[src/rtl/alu_sequencer.sv]
// Single-issue IDLE/DECODE/EXEC/WB sequencer driving an external combinational ALU,
// with a 16x16 register file and PSR. Optional macro ALU_SEQ_R0_ZERO_EN hard-wires R0 to zero.
module alu_sequencer #(
  parameter int REGS = 16
) (
  input  logic        clk,
  input  logic        reset,
  input  logic        instr_valid,
  input  logic [15:0] instr,
  output logic        instr_ready,
  output logic [7:0]  alu_op,
  output logic [15:0] alu_a,
  output logic [15:0] alu_b,
  output logic        alu_carry,
  input  logic [15:0] alu_c,
  input  logic [4:0]  alu_flags,
  output logic [4:0]  psr,
  output logic        done,
  output logic        illegal,
  input  logic [3:0]  dbg_addr,
  output logic [15:0] dbg_data
);

  localparam logic [1:0] S_IDLE   = 2'd0;
  localparam logic [1:0] S_DECODE = 2'd1;
  localparam logic [1:0] S_EXEC   = 2'd2;
  localparam logic [1:0] S_WB     = 2'd3;

  logic [1:0]  state_q, state_d;
  logic [15:0] instr_q;
  logic [7:0]  alu_op_q;
  logic [15:0] alu_a_q, alu_b_q;
  logic [15:0] result_q;
  logic [4:0]  psr_q;
  logic        illegal_q;
  logic [15:0] regs_q [REGS];

  logic [3:0]  op, rd, ext, rs;
  logic [7:0]  imm8;
  logic [15:0] rd_val, rs_val, dbg_val;
  logic        dec_legal;
  logic [7:0]  dec_op;
  logic [15:0] dec_a, dec_b;
  logic        handshake;
  logic        is_cmp;
  logic        wb_en;

  assign op   = instr_q[15:12];
  assign rd   = instr_q[11:8];
  assign ext  = instr_q[7:4];
  assign rs   = instr_q[3:0];
  assign imm8 = instr_q[7:0];

  // Register-file read ports; R0 reads as zero when the option is enabled.
  always_comb begin
    rd_val  = regs_q[rd];
    rs_val  = regs_q[rs];
    dbg_val = regs_q[dbg_addr];
`ifdef ALU_SEQ_R0_ZERO_EN
    if (rd == 4'd0)       rd_val  = '0;
    if (rs == 4'd0)       rs_val  = '0;
    if (dbg_addr == 4'd0) dbg_val = '0;
`endif
  end

  // NOTE: every output of an always_comb gets a default first so no latch is inferred.
  always_comb begin
    dec_legal = 1'b1;
    dec_op    = {op, 4'b0000};
    dec_a     = rd_val;
    dec_b     = '0;
    case (op)
      4'h0, 4'h8: begin
        dec_op = {op, ext};
        if ((op == 4'h8 && !ext[2]) || (op == 4'h0 && ext == 4'hC))
          dec_b = {12'b0, rs};
        else
          dec_b = rs_val;
      end
      4'h5, 4'h7, 4'h9, 4'hB: dec_b = {{8{imm8[7]}}, imm8};
      4'h1, 4'h2, 4'h3, 4'h4, 4'h6: dec_b = {8'b0, imm8};
      default: dec_legal = 1'b0;
    endcase
  end

  assign handshake = instr_valid && instr_ready;

  always_comb begin
    state_d = state_q;
    case (state_q)
      S_IDLE:   if (handshake) state_d = S_DECODE;
      S_DECODE: state_d = dec_legal ? S_EXEC : S_IDLE;
      S_EXEC:   state_d = S_WB;
      default:  state_d = S_IDLE;
    endcase
  end

  // Compares update only the PSR.
  assign is_cmp = (alu_op_q == 8'h0B) || (alu_op_q == 8'hB0) ||
                  (alu_op_q == 8'h08) || (alu_op_q == 8'h0C);
`ifdef ALU_SEQ_R0_ZERO_EN
  assign wb_en = !is_cmp && (rd != 4'd0);
`else
  assign wb_en = !is_cmp;
`endif

  // NOTE: sequential state uses non-blocking assignments so all registers update together.
  always_ff @(posedge clk) begin
    if (reset) begin
      state_q   <= S_IDLE;
      instr_q   <= '0;
      alu_op_q  <= '0;
      alu_a_q   <= '0;
      alu_b_q   <= '0;
      result_q  <= '0;
      psr_q     <= '0;
      illegal_q <= 1'b0;
      // NOTE: the register file is architecturally cleared by reset, so it cannot map to plain RAM.
      for (int i = 0; i < REGS; i++) regs_q[i] <= '0;
    end else begin
      state_q   <= state_d;
      illegal_q <= (state_q == S_DECODE) && !dec_legal;
      if (handshake) instr_q <= instr;
      if (state_q == S_DECODE && dec_legal) begin
        alu_op_q <= dec_op;
        alu_a_q  <= dec_a;
        alu_b_q  <= dec_b;
      end
      if (state_q == S_EXEC) begin
        result_q <= alu_c;
        psr_q    <= alu_flags;
      end
      if (state_q == S_WB && wb_en) regs_q[rd] <= result_q;
    end
  end

  assign instr_ready = (state_q == S_IDLE) && !reset;
  assign done        = (state_q == S_WB) && !reset;
  assign illegal     = illegal_q;
  assign alu_op      = alu_op_q;
  assign alu_a       = alu_a_q;
  assign alu_b       = alu_b_q;
  assign alu_carry   = psr_q[3];
  assign psr         = psr_q;
  assign dbg_data    = dbg_val;

endmodule

[config.mk]
export PLATFORM = sky130hd
export DESIGN_NAME = alu_sequencer
export DESIGN_NICKNAME = d
export VERILOG_FILES = /design/src/rtl/alu_sequencer.sv
export SDC_FILE = /design/constraint.sdc
export NUM_CORES = 1
export LEC_CHECK = 0
export CAP_MARGIN = 20
export CORE_UTILIZATION = 50
export CTS_BUF_LIST = sky130_fd_sc_hd__clkbuf_4 sky130_fd_sc_hd__clkbuf_8
export CTS_CLUSTER_DIAMETER = 40
export DETAILED_ROUTE_END_ITERATION = 10
export PLACE_DENSITY = 0.69
export SETUP_SLACK_MARGIN = 0.15
export SYNTH_ARGS = -nofsm -noshare
export SYNTH_HDL_FRONTEND = slang
export SYNTH_SLANG_ARGS = --single-unit
export TNS_END_PERCENT = 30
[constraint.sdc]
create_clock -name clk -period 3.4 [get_ports clk]
set_input_delay 0.34 -clock clk [delete_from_list [all_inputs] [get_ports clk]]
set_output_delay 0.34 -clock clk [all_outputs]
set_load 0.02 [all_outputs]
# Word-level counts from Yosys, hierarchy flattened
# Memories as Yosys holds them, arrays and structs flattened. A register that Yosys moved wholly into a read port is not among the register bits.
# Index checks and enable logic that the tools add are counted.
[totals]
in_bits = 44
memories = 1
mem_bits_rw = 256
output_inout_bits = 65
register_bits = 64
elab_cells = 67
[op_classes]
eq_ne = 19
n_reduce_logical = 23
n_mux = 17
[memory_table]
columns = ["memory", "words", "width", "read_ports", "rd_clocked_by_memory_dff", "wr", "line_no", "source"]
rows = [
  ["regs_q", 16, 16, 3, 2, 16, "36", "logic [15:0] regs_q [REGS];"],
]
[ops]
columns = ["operator", "n"]
rows = [
  ["16-bit one-hot mux with 3 select lines", 1],
  ["16-bit two-way mux", 2],
  ["8-bit by 4-bit == test with 1-bit output (second input constant)", 3],
  ["4-bit by 3-bit == test with 1-bit output (second input constant)", 4],
  ["4-bit == test (second input constant)", 4],
  ["4-bit two-way mux", 4],
  ["16-bit OR reduction", 1],
  ["11-bit OR reduction", 1],
  ["4-bit by 2-bit == test with 1-bit output (second input constant)", 2],
  ["8-bit == test (second input constant)", 1],
  ["1-bit logical AND", 8],
  ["1-bit two-way mux", 7],
  ["2-bit one-hot mux with 3 select lines", 1],
  ["5-bit OR reduction", 1],
  ["2-bit == test (second input constant)", 2],
  ["4-bit by 1-bit == test with 1-bit output (second input constant)", 1],
  ["1-bit zero test", 4],
  ["4-bit zero test", 1],
  ["1-bit logical OR", 4],
  ["2-bit two-way mux", 2],
  ["4-bit OR reduction", 1],
  ["2-bit by 1-bit == test with 1-bit output (second input constant)", 1],
  ["2-bit zero test", 1],
  ["2-bit != test (second input constant)", 1],
  ["2-bit OR reduction", 1],
]

# Depth between registers and ports, before layout
# Gate-level depths: netlist (run 1).
[depth]
depth_word = 11
mapped_depth = 8
ltp_nobuf = 6

# Worst setup path after synthesis (run 1)
# No wires, ideal clock.
[synth_timing]
kind = "input-to-output"
from = "input port dbg_addr[0]"
to = "output port dbg_data[0]"
t_arrival_ps = 2095
n_path_buf = 2
required_time_ps = 3060
stages = 4
slack_ps = 965
path_cell_list = "clkbuf_1 > buf_2 > mux4_2 > mux4_2"
[synth_via]
elab_chain_cells = 1
[synth_lines]
columns = ["element", "line_no", "source"]
rows = [
  ["start, declared", "20", "input logic [3:0] dbg_addr,"],
  ["memory read 16 x 16 bit", "n/a", ""],
  ["end, declared", "21", "output logic [15:0] dbg_data"],
]
# No other way between the ends.

==> impl_metrics.py, run 1 <==
metrics = {
    "status": {
        "status": "complete, no violations",
    },
    "power": {
        "p_sw_uw": 2660,
        "p_per_area_mw_per_mm2": 465,
        "clockPowerShare_pct": 38.2,
        "internal_power_uw": 7290,
        "power_frac_seq_pct": 48.6,
        "comb_power_share_pct": 13.2,
        "ir_drop_mv": 0.226,
        "leakage_uw": 0.00732,
        "sw_frac_of_total_pct": 26.7,
    },
    "clock_tree": {
        "cts_resized": 0,
        "cts_made_buffers": 58,
        "h-tree-depth": 2,
        "cts_tree": "done",
        "clock_latency_ns": 0.64,
        "root_buffer": "clkbuf_8",
        "cts_max_path_buffers": 3,
        "post_cts_buffers": 0,
        "hold_buffers": 0,
        "cts.sinks": 340,
        "clkTransAtPathRegs_ns": 0.07,
    },
    "logic_synthesis": {
        "ys.warnings.count": 0,
        "synth_fp_nets": 1374,
        "synth-edff-count": 256,
        "synthesis.area_mm2": 0.0185,
        "ys_seq_area_share_pct": 50.6,
        "ys_types": 47,
        "async_flop_share_pct": 0,
        "synth_ff_type": "edfxtp_1",
        "ys_ff_latch": 340,
        "synth_cells": 1330,
        "synth_area_per_cell_um2": 13.9,
    },
    "global_routing": {
        "grt_pass1_wl_mm": 86.9,
        "grt_pass1_vias": 12900,
        "gr-total-overflow": 0,
        "antenna_found_initial": 4,
        "grt_max_degree": 65,
        "grt_use_total_pct": 32.1,
    },
    "timing": {
        "final.setup.worst_slack_ns": 0.351,
        "period_minus_slack_ns": 3.05,
        "max_freq_ghz": 0.328,
        "finClkSkew_ns": 0.0239,
        "max-slew-margin-rel_pct": 32.2,
        "setup_viol_count_final": 0,
        "rsz0062_at_grt": "no",
        "whs_ns": 0.263,
        "hold_violations": 0,
        "slew_violations": 0,
        "fin_crit_sh_pct": 89.7,
        "final.setup.tns_ns": 0,
        "tightestPinTransition_ns": 1.02,
    },
    "drt": {
        "via_count": 13100,
        "first_iter_violations": 1664,
        "drt-total-wl_mm": 59.5,
        "firstDrtPassIters": 5,
        "avgRoutedWirePerCell_um": 30.6,
        "viasPerCell": 6.72,
        "drc": 0,
        "final_antenna_net_count": 0,
    },
    "floorplanning": {
        "die_height_um": 194,
        "dieWidth_um": 194,
        "coreArea_mm2": 0.0365,
        "ios": 109,
        "initial_core_util_pct": 50.7,
        "die_area_mm2": 0.0378,
        "num_rows": 70,
    },
    "setup_path": {
        "startpoint_type": "flip-flop",
        "crit_required_ns": 3.06,
        "crit_fanout": 3,
        "rrSetupSlack_ns": 0.50,
        "path_class": "flip-flop to primary output",
        "reg2reg_to": "regs_q[13][0]",
        "rr_worst_depth": 5,
        "r2r_start": "alu_op[7]",
        "cp.arrival_ns": 2.71,
        "startpoint": "regs_q[3][4]",
        "crit_path_end_kind": "primary output",
    },
    "placed_design": {
        "place_hpwl_mm": 36.5,
        "pre_cts_ws_ns": 0.578,
        "place.gp.congestion": 0.921,
        "port_buffers": 108,
    },
    "finish": {
        "nNetsFinal": 1471,
        "drive_gt1_share_pct": 29.1,
        "final_util_pct": 58.6,
        "synthToLayoutAreaGrowth_pct": 15.5,
    },
    "min_path": {
        "hold_path_class": "input pin to flip-flop",
        "hold_path_depth": 3,
        "hp-start": "alu_c[8]",
        "whs_endpoint": "result_q[8]",
    },
    "job": {
        "max_cap_violations": 0,
    },
}
==> metrics by stage <==
step	power (uW)	instance area, um^2	cells
floorplan	5650	18500	1330
global placement	6200	20200	1835
detailed placement	6210	20200	1835
CTS	9940	21400	1942
global route	10200	21400	1942
finish	9950	21400	1943
==> state kept, by name, indices dropped and copies added (netlist names), named ones only <==
name,count
alu_a,16
alu_b,16
alu_op,8
illegal,1
instr_q,16
psr,5
regs_q,256
result_q,16
state_q,2
==> worst max-delay path by stage <==
stage	endpoint	slack, ns
detailed placement	dbg_data[13]	0.58
global route	dbg_data[4]	0.32
finish	dbg_data[4]	0.35
global placement	dbg_data[13]	0.61
CTS	dbg_data[4]	0.35
floorplan	dbg_data[0]	0.97
==> power by group through the flow <==
stage                     clock (uW)  combinational, uW  sequential, uW
after floorplan                    0                806            4840
after global placement             0               1290            4900
after detailed placement           0               1300            4910
after CTS                       3810               1310            4830
after global routing            3980               1380            4850
final                           3800               1320            4830
==> Yosys cell counts, drive strengths merged (6+ instances only) <==
cell type / number / area [um^2]
a2111oi: 6 / 52.6
a211oi: 18 / 140
a21oi: 79 / 395
a221oi: 9 / 96.4
a22o: 16 / 140
and2: 260 / 1630
buf: 39 / 198
clkbuf: 85 / 319
dfxtp: 84 / 1680
edfxtp: 256 / 7690
mux2: 24 / 270
mux4: 208 / 4680
nand2: 92 / 345
nand3: 15 / 75.1
nor2: 46 / 193
nor2b: 13 / 81.3
nor3: 13 / 65.1
nor4: 6 / 50.0
o21ai: 7 / 35.0
or2: 18 / 113
==> worst max-delay path, stage by stage (launching register included) <==
cell	delay (ns)
edfxtp_1	0.49
mux4_2	0.51
mux4_2	0.50
clkdlybuf4s50_1	0.58
==> placed cells by master, fill, tap and decap left out, types with 2 or more instances in the layout <==
cell type,instances
clkinv_2,9
dfxtp_4,2
nor4_2,5
bufinv_16,2
edfxtp_1,256
and2_1,259
clkinv_4,3
nand3_1,15
dfxtp_2,2
clkinvlp_4,3
nor3_1,13
a211oi_1,17
nand4_1,2
clkbuf_8,63
a221oi_1,8
nor2b_2,3
mux2_2,24
clkdlybuf4s50_1,105
o21ai_0,6
nor4b_2,2
or3_1,2
nor2_1,37
dfxtp_1,80
mux2i_1,3
a2111oi_0,6
nor2b_1,10
nand2_1,92
a21oi_1,79
a22oi_1,5
clkinv_1,12
mux4_2,208
or2_2,18
nor2_2,9
a22o_1,16
buf_12,6
buf_4,49
clkbuf_4,16
a311oi_1,4
nand2b_1,5
==> layer usage <==
layer,vias to the layer above,wire [um],GRT usage [%]
li1,5342,-,-
met1,6554,21900,42.6
met2,959,27700,50.8
met3,194,7350,7.76
met4,2,2430,12.9
met5,-,92,1.79
==> cell families after synthesis <==
group	after synthesis	share of synthesized area, %
buf+inv	126	2.83
mux	235	26.9
compound gates	150	5.29
xor+xnor	1	0.0473
simple gates	478	14.4
flops	340	50.6
==> layout make-up <==
| class | count | area (um^2) |
|---|---|---|
| clock buffers | 79 | 987 |
| clock inverters | 28 | 195 |
| inverters | 2 | 7.51 |
| multi-input cells | 864 | 8690 |
| flip-flops and latches | 340 | 9380 |
| well taps | 468 | 586 |
| fillers | 2845 | 15100 |
| repair buffers | 161 | 1540 |
| diodes | 1 | 2.50 |
No activity file was read; power rests on OpenSTA's default activity.
==> inputs of run 2 (changes only) <==
--- a/config.mk
+++ b/config.mk
@@ -10,6 +10,7 @@
 export CTS_BUF_LIST = sky130_fd_sc_hd__clkbuf_4 sky130_fd_sc_hd__clkbuf_8
 export CTS_CLUSTER_DIAMETER = 40
 export DETAILED_ROUTE_END_ITERATION = 10
+export MAX_ROUTING_LAYER = met4
 export PLACE_DENSITY = 0.69
 export SETUP_SLACK_MARGIN = 0.15
 export SYNTH_ARGS = -nofsm -noshare
==> impl_metrics.py, run 2 (synthesized netlist as in run 1, its figures left out) <==
metrics = {
    "status": {
        "status": "complete, no violations",
    },
    "finish": {
        "drive_gt1_share_pct": 29.1,
        "final_util_pct": 58.6,
        "largest_register": "regs_q",
        "layout_commonest_cell": "and2_1",
        "synthToLayoutAreaGrowth_pct": 15.5,
        "nNetsFinal": 1471,
        "final_cell_mix": "and2_1, edfxtp_1, mux4_2",
        "largest_reg_flops": 256,
    },
    "floorplanning": {
        "ios": 109,
        "coreArea_mm2": 0.0365,
        "num_rows": 70,
        "die_area_mm2": 0.0378,
        "die_height_um": 194,
        "dieWidth_um": 194,
        "initial_core_util_pct": 50.7,
    },
    "timing": {
        "rsz0062_at_grt": "no",
        "tightestPinTransition_ns": 1.04,
        "period_minus_slack_ns": 3.06,
        "finClkSkew_ns": 0.0280,
        "final.setup.tns_ns": 0,
        "slew_violations": 0,
        "hold_violations": 0,
        "max-slew-margin-rel_pct": 30.6,
        "fin_crit_sh_pct": 90.0,
        "setup_viol_count_final": 0,
        "max_freq_ghz": 0.327,
    },
    "setup_path": {
        "crit_fanout": 3,
        "crit_top_cell": "mux4_2",
        "path_cells": "mux4_2, mux4_2, clkdlybuf4s50_1",
        "cp_slowest_stage_delay_ns": 0.58,
        "path_class": "flip-flop to primary output",
        "cp.arrival_ns": 2.72,
        "crit_path_end_kind": "primary output",
        "crit_required_ns": 3.06,
        "crit_slowest_cell": "clkdlybuf4s50_1",
        "startpoint_type": "flip-flop",
    },
    "drt": {
        "first_iter_violations": 1761,
        "drt-total-wl_mm": 59.6,
        "via_count": 13100,
        "final_antenna_net_count": 0,
        "avgRoutedWirePerCell_um": 30.7,
        "viasPerCell": 6.72,
        "firstDrtPassIters": 7,
        "drc": 0,
    },
    "clock_tree": {
        "h-tree-depth": 2,
        "cts_max_path_buffers": 3,
        "post_cts_buffers": 0,
        "clkTransAtPathRegs_ns": 0.07,
        "root_buffer": "clkbuf_8",
        "cts_made_buffers": 58,
        "cts.sinks": 340,
        "cts_tree": "done",
        "clock_latency_ns": 0.65,
        "cts_resized": 0,
        "hold_buffers": 0,
    },
    "placed_design": {
        "port_buffers": 108,
        "place_hpwl_mm": 36.5,
        "place.gp.congestion": 0.938,
    },
    "power": {
        "leakage_uw": 0.00732,
        "total_power_uw": 9940,
        "p_per_area_mw_per_mm2": 465,
        "ir_drop_mv": 0.226,
    },
    "job": {
        "max_cap_violations": 0,
    },
    "global_routing": {
        "grt_pass1_vias": 12800,
        "grt_use_total_pct": 33.1,
        "grt_pass1_wl_mm": 87.0,
        "gr-total-overflow": 0,
        "antenna_found_initial": 4,
        "grt_max_degree": 65,
    },
    "min_path": {
        "hold_path_class": "input pin to flip-flop",
    },
}
==> run 2: final timing paths <==
check                     from             to  slack [ns]  cells past startpoint
hold reg to reg         psr[0]         psr[0]        0.46                      2
setup / recovery  regs_q[3][4]    dbg_data[4]        0.34                      3
hold / removal       instr[15]    instr_q[15]        0.26                      3
setup reg to reg     alu_op[7]  regs_q[13][0]        0.54                      5
==> run 2: per-stage QoR <==
step / cell area, um^2 / std cells / worst slack [ns] / hold slack, ns
after global routing: 21400 / 1944 / 0.318 / 0.261
after CTS: 21400 / 1942 / 0.349 / 0.244
final: 21400 / 1944 / 0.340 / 0.259
after floorplan: 18500 / 1330 / 0.965 / 0.458
after global placement: 20200 / 1835 / 0.607 / 0.443
after detailed placement: 20200 / 1835 / 0.578 / 0.448
==> run 2: area by class of cell <==
class / instances / area, um^2
multi-input combinational: 864 / 8690
antenna: 2 / 5.00
clock inverter: 28 / 195
timing repair buffer: 161 / 1540
tap: 468 / 586
clock buffer: 79 / 987
inverter: 2 / 7.51
sequential: 340 / 9380
fill: 2848 / 15100
==> run 2: metal layers <==
metal / vias to the layer above / track usage [%] / routed length [um]
li1: 5334 / - / -
met1: 6549 / 42.7 / 22000
met2: 1012 / 51.0 / 27900
met3: 178 / 8.10 / 7520
met4: 0 / 12.5 / 2160
met5: - / - / 0
==> run 2: power breakdown <==
group | switching [uW] | internal, uW
combinational | 695 | 624
sequential | 208 | 4630
clock | 1750 | 2040
==> run 2: worst max-delay path: cells and delay by family, from the launching register on <==
family,cells,cell delay (ns)
multiplexers,2,1.01
flip-flops,1,0.49
buffers and inverters,1,0.58
